$ cat src/rtl/fft_sched_pkg.sv
`default_nettype none
// +--------------------------------------------------------------------------+
// | Package     : fft_sched_pkg                                              |
// | Description : Shared state encoding, width helpers and the state type    |
// |               for the radix-2 DIT FFT stage scheduler.                   |
// | Ports       : none (package)                                             |
// | Revision    : 1.0 - initial release                                      |
// +--------------------------------------------------------------------------+
package fft_sched_pkg;

  // State encoding, 2 bits wide.
  localparam logic [1:0] ENC_IDLE  = 2'd0;
  localparam logic [1:0] ENC_RUN   = 2'd1;
  localparam logic [1:0] ENC_DRAIN = 2'd2;
  localparam logic [1:0] ENC_DONE  = 2'd3;

  typedef enum logic [1:0] {
    IDLE  = ENC_IDLE,
    RUN   = ENC_RUN,
    DRAIN = ENC_DRAIN,
    DONE  = ENC_DONE
  } state_t;

  // Ceiling log2; clog2(1) = 0.
  function automatic int clog2(input int value);
    int result;
    int v;
    result = 0;
    v = value - 1;
    while (v > 0) begin
      result = result + 1;
      v = v >> 1;
    end
    return result;
  endfunction

  // Width of the stage index: must hold 0..N_LOG2, never narrower than 1 bit.
  function automatic int stage_w(input int n_log2);
    return (clog2(n_log2 + 1) < 1) ? 1 : clog2(n_log2 + 1);
  endfunction

  // Width of the butterfly / twiddle index: N/2 values.
  function automatic int idx_w(input int n_log2);
    return n_log2 - 1;
  endfunction

  // Width of the drain counter: must hold 0..PIPE_LAT.
  function automatic int drain_w(input int pipe_lat);
    return (clog2(pipe_lat + 1) < 1) ? 1 : clog2(pipe_lat + 1);
  endfunction

endpackage : fft_sched_pkg
`default_nettype wire

$ cat src/rtl/fft_stage_sched_if.sv
`default_nettype none
// +--------------------------------------------------------------------------+
// | Interface   : fft_stage_sched_if                                         |
// | Description : Host handshake plus RAM / twiddle ROM strobes of the FFT   |
// |               stage scheduler.                                           |
// | Ports       : i_start (host request), o_busy, o_done, o_stage,           |
// |               o_rd_en, o_rd_addr_a/b, o_tw_idx, o_wr_en, o_wr_addr_a/b   |
// |               master = scheduler, slave = host/datapath side             |
// | Revision    : 1.0 - initial release                                      |
// +--------------------------------------------------------------------------+
interface fft_stage_sched_if #(
  parameter int N_LOG2 = 5
);
  import fft_sched_pkg::*;

  localparam int STAGE_W = stage_w(N_LOG2);
  localparam int IDX_W   = idx_w(N_LOG2);

  logic                i_start;
  logic                o_busy;
  logic                o_done;
  logic [STAGE_W-1:0]  o_stage;
  logic                o_rd_en;
  logic [N_LOG2-1:0]   o_rd_addr_a;
  logic [N_LOG2-1:0]   o_rd_addr_b;
  logic [IDX_W-1:0]    o_tw_idx;
  logic                o_wr_en;
  logic [N_LOG2-1:0]   o_wr_addr_a;
  logic [N_LOG2-1:0]   o_wr_addr_b;

  modport master (
    input  i_start,
    output o_busy, o_done, o_stage,
    output o_rd_en, o_rd_addr_a, o_rd_addr_b, o_tw_idx,
    output o_wr_en, o_wr_addr_a, o_wr_addr_b
  );

  modport slave (
    output i_start,
    input  o_busy, o_done, o_stage,
    input  o_rd_en, o_rd_addr_a, o_rd_addr_b, o_tw_idx,
    input  o_wr_en, o_wr_addr_a, o_wr_addr_b
  );

endinterface : fft_stage_sched_if
`default_nettype wire

$ cat src/rtl/fft_wb_delay.sv
`default_nettype none
// +--------------------------------------------------------------------------+
// | Module      : fft_wb_delay                                               |
// | Description : DEPTH-stage shift register carrying {valid, addr_a,        |
// |               addr_b} from read issue to write-back.                     |
// | Ports       : clk, rst_n (async active-low clear),                       |
// |               in_valid/in_addr_a/in_addr_b -> out_valid/out_addr_a/b     |
// | Revision    : 1.0 - initial release                                      |
// +--------------------------------------------------------------------------+
module fft_wb_delay #(
  parameter int DEPTH = 2,
  parameter int AW    = 5
) (
  input  logic          clk,
  input  logic          rst_n,
  input  logic          in_valid,
  input  logic [AW-1:0] in_addr_a,
  input  logic [AW-1:0] in_addr_b,
  output logic          out_valid,
  output logic [AW-1:0] out_addr_a,
  output logic [AW-1:0] out_addr_b
);

  logic [DEPTH-1:0] vld;
  logic [AW-1:0]    addr_a_q [DEPTH];
  logic [AW-1:0]    addr_b_q [DEPTH];

  // Clearing on reset drops every in-flight write, so none survive an abort.
  always_ff @(posedge clk or negedge rst_n) begin
    if (!rst_n) begin
      vld <= '0;
      for (int i = 0; i < DEPTH; i++) begin
        addr_a_q[i] <= '0;
        addr_b_q[i] <= '0;
      end
    end else begin
      vld[0]      <= in_valid;
      addr_a_q[0] <= in_addr_a;
      addr_b_q[0] <= in_addr_b;
      for (int i = 1; i < DEPTH; i++) begin
        vld[i]      <= vld[i-1];
        addr_a_q[i] <= addr_a_q[i-1];
        addr_b_q[i] <= addr_b_q[i-1];
      end
    end
  end

  assign out_valid  = vld[DEPTH-1];
  assign out_addr_a = addr_a_q[DEPTH-1];
  assign out_addr_b = addr_b_q[DEPTH-1];

endmodule : fft_wb_delay
`default_nettype wire

$ cat src/rtl/fft_stage_sched.sv
`default_nettype none
// +--------------------------------------------------------------------------+
// | Module      : fft_stage_sched                                            |
// | Description : Sequencer for an in-place radix-2 DIT FFT with one shared  |
// |               butterfly. Issues one A/B read pair plus twiddle index per |
// |               cycle, stage by stage, and the matching write-back         |
// |               addresses PIPE_LAT cycles later.                           |
// | Ports       : i_clk, i_rst_n (async active-low),                         |
// |               bus (fft_stage_sched_if.master): start/busy/done/stage,    |
// |               read strobe + addresses + twiddle, write strobe + addresses|
// | Revision    : 1.0 - initial release                                      |
// +--------------------------------------------------------------------------+
module fft_stage_sched
  import fft_sched_pkg::*;
#(
  parameter int N_LOG2   = 5,
  parameter int PIPE_LAT = 2
) (
  input  logic               i_clk,
  input  logic               i_rst_n,
  fft_stage_sched_if.master  bus
);

  localparam int AW = N_LOG2;
  localparam int SW = stage_w(N_LOG2);
  localparam int JW = idx_w(N_LOG2);
  localparam int DW = drain_w(PIPE_LAT);

  localparam logic [JW-1:0] J_LAST = '1;
  localparam logic [SW-1:0] S_LAST = SW'(N_LOG2 - 1);
  localparam logic [DW-1:0] D_LAST = DW'(PIPE_LAT - 1);

  state_t        state;
  state_t        state_nx;
  logic [SW-1:0] stage;
  logic [JW-1:0] bfly;
  logic [DW-1:0] drain_cnt;

  logic last_bfly;
  logic last_drain;
  logic last_stage;
  logic rd_en;
  logic busy;
  logic done;

  assign last_bfly  = (bfly == J_LAST);
  assign last_drain = (drain_cnt == D_LAST);
  assign last_stage = (stage == S_LAST);

  // ---------------------------------------------------------------- FSM --
  always_ff @(posedge i_clk or negedge i_rst_n) begin
    if (!i_rst_n) begin
      state <= IDLE;
    end else begin
      state <= state_nx;
    end
  end

  always_comb begin
    state_nx = state;
    rd_en    = 1'b0;
    busy     = 1'b0;
    done     = 1'b0;
    case (state)
      IDLE: begin
        if (bus.i_start) begin
          state_nx = RUN;
        end
      end
      RUN: begin
        rd_en = 1'b1;
        busy  = 1'b1;
        if (last_bfly) begin
          state_nx = DRAIN;
        end
      end
      // Holding reads off for PIPE_LAT cycles lets the stage's last write
      // land before the next stage reads the same words.
      DRAIN: begin
        busy = 1'b1;
        if (last_drain) begin
          state_nx = last_stage ? DONE : RUN;
        end
      end
      DONE: begin
        busy     = 1'b1;
        done     = 1'b1;
        state_nx = IDLE;
      end
      default: begin
        state_nx = IDLE;
      end
    endcase
  end

  // ----------------------------------------------------------- counters --
  always_ff @(posedge i_clk or negedge i_rst_n) begin
    if (!i_rst_n) begin
      stage     <= '0;
      bfly      <= '0;
      drain_cnt <= '0;
    end else begin
      case (state)
        IDLE: begin
          if (bus.i_start) begin
            stage <= '0;
            bfly  <= '0;
          end
        end
        RUN: begin
          // Wraps to 0 after the last butterfly, ready for the next stage.
          bfly      <= bfly + JW'(1);
          drain_cnt <= '0;
        end
        DRAIN: begin
          drain_cnt <= drain_cnt + DW'(1);
          if (last_drain && !last_stage) begin
            stage <= stage + SW'(1);
          end
        end
        DONE: begin
          stage <= '0;
        end
        default: begin
          stage <= '0;
        end
      endcase
    end
  end

  // ------------------------------------------------- address generation --
  // Butterfly j of stage s pairs words that differ only in bit s:
  // the low s bits of j give the position inside the group, the rest the
  // group, which is spread out by one extra bit to make room for bit s.
  logic [AW-1:0] bfly_ext;
  logic [AW-1:0] half;
  logic [AW-1:0] pos;
  logic [AW-1:0] grp;
  logic [AW-1:0] addr_a;
  logic [AW-1:0] addr_b;
  logic [SW-1:0] tw_shift;
  logic [JW-1:0] tw_idx;

  assign bfly_ext = AW'(bfly);
  assign half     = AW'(1) << stage;
  assign pos      = bfly_ext & (half - AW'(1));
  assign grp      = bfly_ext >> stage;
  assign addr_a   = (grp << (stage + SW'(1))) | pos;
  assign addr_b   = addr_a + half;
  assign tw_shift = S_LAST - stage;
  assign tw_idx   = JW'(pos << tw_shift);

  // Addresses are forced to 0 when idle so the bus is quiet outside RUN.
  logic [AW-1:0] rd_addr_a;
  logic [AW-1:0] rd_addr_b;

  assign rd_addr_a = rd_en ? addr_a : '0;
  assign rd_addr_b = rd_en ? addr_b : '0;

  assign bus.o_busy      = busy;
  assign bus.o_done      = done;
  assign bus.o_stage     = stage;
  assign bus.o_rd_en     = rd_en;
  assign bus.o_rd_addr_a = rd_addr_a;
  assign bus.o_rd_addr_b = rd_addr_b;
  assign bus.o_tw_idx    = rd_en ? tw_idx : '0;

  // ---------------------------------------------------------- write-back --
  fft_wb_delay #(
    .DEPTH (PIPE_LAT),
    .AW    (AW)
  ) u_wb_delay (
    .clk        (i_clk),
    .rst_n      (i_rst_n),
    .in_valid   (rd_en),
    .in_addr_a  (rd_addr_a),
    .in_addr_b  (rd_addr_b),
    .out_valid  (bus.o_wr_en),
    .out_addr_a (bus.o_wr_addr_a),
    .out_addr_b (bus.o_wr_addr_b)
  );

endmodule : fft_stage_sched
`default_nettype wire
$ cat src/flat_wrapper.sv
// flat-port wrapper written by rule: the top's interface ports become plain ports
module fft_stage_sched_flat import fft_sched_pkg::*;
#(
  parameter int N_LOG2   = 5,
  parameter int PIPE_LAT = 2
)
  (i_clk, i_rst_n, bus_i_start, bus_o_busy, bus_o_done, bus_o_stage, bus_o_rd_en, bus_o_rd_addr_a, bus_o_rd_addr_b, bus_o_tw_idx, bus_o_wr_en, bus_o_wr_addr_a, bus_o_wr_addr_b);
  fft_stage_sched_if #(.N_LOG2(N_LOG2)) bus_i ();
  input  logic i_clk;
  input  logic i_rst_n;
  input wire logic [$bits(bus_i.i_start)-1:0] bus_i_start;
  output wire logic [$bits(bus_i.o_busy)-1:0] bus_o_busy;
  output wire logic [$bits(bus_i.o_done)-1:0] bus_o_done;
  output wire logic [$bits(bus_i.o_stage)-1:0] bus_o_stage;
  output wire logic [$bits(bus_i.o_rd_en)-1:0] bus_o_rd_en;
  output wire logic [$bits(bus_i.o_rd_addr_a)-1:0] bus_o_rd_addr_a;
  output wire logic [$bits(bus_i.o_rd_addr_b)-1:0] bus_o_rd_addr_b;
  output wire logic [$bits(bus_i.o_tw_idx)-1:0] bus_o_tw_idx;
  output wire logic [$bits(bus_i.o_wr_en)-1:0] bus_o_wr_en;
  output wire logic [$bits(bus_i.o_wr_addr_a)-1:0] bus_o_wr_addr_a;
  output wire logic [$bits(bus_i.o_wr_addr_b)-1:0] bus_o_wr_addr_b;
  assign bus_i.i_start = bus_i_start;
  assign bus_o_busy = bus_i.o_busy;
  assign bus_o_done = bus_i.o_done;
  assign bus_o_stage = bus_i.o_stage;
  assign bus_o_rd_en = bus_i.o_rd_en;
  assign bus_o_rd_addr_a = bus_i.o_rd_addr_a;
  assign bus_o_rd_addr_b = bus_i.o_rd_addr_b;
  assign bus_o_tw_idx = bus_i.o_tw_idx;
  assign bus_o_wr_en = bus_i.o_wr_en;
  assign bus_o_wr_addr_a = bus_i.o_wr_addr_a;
  assign bus_o_wr_addr_b = bus_i.o_wr_addr_b;
  fft_stage_sched #(.N_LOG2(N_LOG2), .PIPE_LAT(PIPE_LAT)) u_core (.i_clk(i_clk), .i_rst_n(i_rst_n), .bus(bus_i));
endmodule
$ cat config.mk
export PLATFORM = sky130hd
export DESIGN_NAME = fft_stage_sched_flat
export DESIGN_NICKNAME = d
export VERILOG_FILES = /design/src/rtl/fft_sched_pkg.sv /design/src/rtl/fft_stage_sched_if.sv /design/src/rtl/fft_wb_delay.sv /design/src/rtl/fft_stage_sched.sv /design/src/flat_wrapper.sv
export SDC_FILE = /design/constraint.sdc
export NUM_CORES = 1
export LEC_CHECK = 0
export BUFFER_PORTS_ARGS = -buffer_cell sky130_fd_sc_hd__buf_2
export CAP_MARGIN = 10
export CORE_ASPECT_RATIO = 0.6
export CORE_MARGIN = 3
export CORE_UTILIZATION = 55
export CTS_BUF_LIST = sky130_fd_sc_hd__clkbuf_16
export CTS_CLUSTER_SIZE = 40
export DETAILED_ROUTE_END_ITERATION = 8
export PLACE_DENSITY = 0.79
export SLEW_MARGIN = 10
export SYNTH_ARGS = -nofsm -noshare
export SYNTH_HDL_FRONTEND = slang
export SYNTH_SLANG_ARGS = --single-unit
export TNS_END_PERCENT = 30
$ cat constraint.sdc
create_clock -name i_clk -period 3.2 [get_ports i_clk]
set_clock_uncertainty 0.05 [all_clocks]
set_input_delay 0.16 -clock i_clk [delete_from_list [all_inputs] [get_ports i_clk]]
set_output_delay 0.16 -clock i_clk [all_outputs]
set_load 0.02 [all_outputs]
==> flow_summary.json <==
{
  "clockBufferDepth": 2,
  "synthFlopType": "dfrtp_1",
  "setup_ws_ns": -0.287,
  "final_cell_mix": "buf_4 (51), dfrtp_1 (32), buf_2 (29)",
  "vias": 2059,
  "slew_headroom": 0.498,
  "start_util": 0.614,
  "io-pin-count": 34,
  "wl_per_cell_um": 26.7,
  "num-nets-final": 282,
  "cp_cell_sequence": "inv_2, ha_4, ha_4, inv_1, ha_2, nand2b_4, o31ai_4, fa_2, nand3_2, buf_4, a21oi_2, or3_1, mux2i_2, buf_4",
  "synth_top_family_by_area": "simple AND/OR/NAND/NOR gates",
  "io_buffers": 33,
  "path_clk_slew_ns": 0.05,
  "critPathRequiredTime_ns": 2.99,
  "critPathCaptureType": "output port",
  "post_drt_via_cell_ratio": 6.80,
  "layout_commonest_cell": "buf_4",
  "yosysTopAreaCellShare": 0.439,
  "chipHeight_um": 51.3,
  "violations": "negative setup slack",
  "crit_fanout": 4,
  "grt-ovfl-total": 0,
  "ys_ff_latch": 33,
  "netlist_instances": 183,
  "yosysWarningCount": 0,
  "final_antenna_net_count": 0,
  "cp_top_family": "adder cells",
  "max_cap_violations": 0,
  "post-place-ws_ns": 0.0289,
  "grt_pass1_wl_mm": 9.82,
  "setup_viol": 4,
  "yosysTopAreaCell": "dfrtp_1",
  "die-area_mm2": 0.00418,
  "yosysSeqAreaShare": 0.439,
  "cts_tree": "built",
  "slowest_stage": "dfrtp_2",
  "fin_crit_ns": 3.49,
  "gp_congestion": 0.944,
  "crit_type": "reg2out",
  "hold_viol": 0,
  "dpl.hpwl_mm": 3.47,
  "slew_viol_final": 0,
  "synth_compound_area_frac": 0.138,
  "grt.total_usage": 0.336,
  "leakage_nw": 1.36,
  "hp-class": "reg2reg",
  "ys_types": 44,
  "finalCritPeriodShare": 1.09,
  "cts_buffers": 5,
  "worst_pin_slew_ns": 0.753,
  "avgSynthCellArea_um2": 10.3,
  "core_mm2": 0.00306,
  "grt_pass1_vias": 1793,
  "firstDrtPassIters": 6,
  "synth-simple-area-share": 0.139,
  "grt_antenna_before_repair": 0,
  "synth.cell_area_mm2": 0.00188,
  "max_stage_delay_ns": 0.47,
  "n_fill_cell": 102,
  "ctsHtreeMaxLevel": 2,
  "wl_mm": 8.08,
  "fp.dieW_um": 81.5,
  "area_growth_pct": 49.1,
  "critPathArrivalTime_ns": 3.28,
  "setup-tns-final_ns": -0.629,
  "synth_area_leaders": "dfrtp_1 (44%), ha_1 (12%), mux2i_1 (4.3%)",
  "rsz0062_at_grt": "true",
  "synth_fa_ha_area_frac": 0.130,
  "clock_latency_ns": 0.29,
  "diodes": 0,
  "route.detailed.drc": 0,
  "synthesis.nets": 205,
  "irDropWorstVdd_uv": 535,
  "drtIter0Drc": 251,
  "async_flop_share": 1.00,
  "grt_max_degree": 34,
  "layout-drive-gt1-share": 0.490,
  "cts_num_sinks": 33,
  "critPathLaunchType": "register",
  "powerDensity_mw_per_mm2": 347,
  "status": "finished with violations",
  "synth-xor-area-share": 0.0233,
  "num_rows": 15,
  "synth-edff-count": 0,
  "root_buffer": "clkbuf_16",
  "max_freq_mhz": 287,
  "synth_mux_area_frac": 0.0426,
  "critPathBufInv": 4
}
final timing paths:
path,start,end,slack [ns],depth (start not counted)
setup / recovery,u_core.bus.o_stage[0],bus_o_rd_addr_b[4],-0.29,14
hold / removal,u_core.u_wb_delay.addr_a_q[5],u_core.u_wb_delay.out_addr_a[0],0.29,0
setup reg to reg,u_core.bus.o_stage[0],u_core.u_wb_delay.addr_b_q[9],0.16,14
hold reg to reg,u_core.u_wb_delay.addr_a_q[5],u_core.u_wb_delay.out_addr_a[0],0.29,0
max in group asynchronous,i_rst_n,u_core.bus.o_stage[0],2.14,2
min in group asynchronous,i_rst_n,u_core.u_wb_delay.out_addr_b[2],0.43,2
metal layers:
| layer | global-route usage | routed length [um] | part of all wire |
|---|---|---|---|
| met4 | 0.177 | 715 | 0.088 |
| met3 | 0.127 | 1140 | 0.14 |
| met5 | 0 | 0 | 0 |
| met1 | 0.394 | 2690 | 0.33 |
| met2 | 0.534 | 3540 | 0.44 |
flip-flops by register name (all words and copies together), names as in the netlist:
register,count
u_core.bfly,4
u_core.bus.o_stage,3
u_core.drain_cnt,2
u_core.state,2
u_core.u_wb_delay.addr_a_q,5
u_core.u_wb_delay.addr_b_q,5
u_core.u_wb_delay.out_addr_a,5
u_core.u_wb_delay.out_addr_b,5
u_core.u_wb_delay.vld,2
worst reg2reg max path, cell delays in order (launching register included):
cell	delay, ns
dfrtp_2	0.47
inv_2	0.12
ha_4	0.16
ha_4	0.15
inv_1	0.05
ha_2	0.32
nand2b_4	0.15
o31ai_4	0.10
fa_2	0.38
nand3_2	0.10
buf_4	0.11
a21oi_2	0.07
or3_1	0.41
mux2i_2	0.22
buf_4	0.14
synthesized netlist by cell type (2+ instances only):
library cell,instances
inv_1,15
and2_1,5
o2bb2ai_1,2
nand3b_1,2
nand2b_1,4
nor3_1,3
a31oi_1,2
a22o_1,3
o21ai_1,3
xor2_1,4
and3_1,4
o22ai_1,2
mux2i_1,8
dfrtp_1,33
nor2_1,8
o21ai_0,6
buf_4,10
a21oi_1,5
a221oi_1,2
nand2_1,15
ha_1,18
clkbuf_1,2
buf_2,2
nand3_1,5
power by group:
| part | switching (mW) | leakage [nW] | internal (mW) |
|---|---|---|---|
| clock network | 0.183 | 0.0826 | 0.362 |
| logic | 0.00830 | 0.911 | 0.00181 |
| registers | 0 | 0.367 | 0.418 |
| total | 0.192 | 1.36 | 0.781 |
logic make-up after synthesis:
| logic type | Yosys count |
|---|---|
| xor+xnor | 5 |
| compound gates | 36 |
| buf+inv | 31 |
| mux | 8 |
| flops | 33 |
| simple gates | 51 |
| fa+ha+maj | 19 |
metrics by stage:
step / hold WS (ns) / instance area, um2 / instances / util / power, mW
floorplan: -0.186 / 1880 / 183 / - / 0.425
global placement: 0.175 / 2090 / 256 / 0.685 / 0.434
detailed placement: 0.203 / 2090 / 256 / 0.685 / 0.434
CTS: 0.299 / 2580 / 289 / 0.843 / 0.960
global route: 0.303 / 2800 / 303 / 0.916 / 0.996
finish: 0.294 / 2800 / 303 / 0.916 / 0.973
what timing repair did:
action,4_1_cts,5_1_grt
hold endpoints to repair,33,0
endpoints found under the setup margin,2,4
hold buffers,1,0
setup buffers,24,14
pin swaps,13,13
cloned,0,0
gates resized for setup,24,23
layout make-up:
cell class | instances | area [um2] | area share
multi-input cells | 119 | 1120 | 0.398
flip-flops and latches | 33 | 827 | 0.295
repair buffers | 85 | 583 | 0.208
clock buffers | 5 | 125 | 0.0447
inverters | 16 | 60.1 | 0.0214
well taps | 42 | 52.6 | 0.0188
clock inverters | 3 | 37.5 | 0.0134
Power figures use the tool's default switching activity.
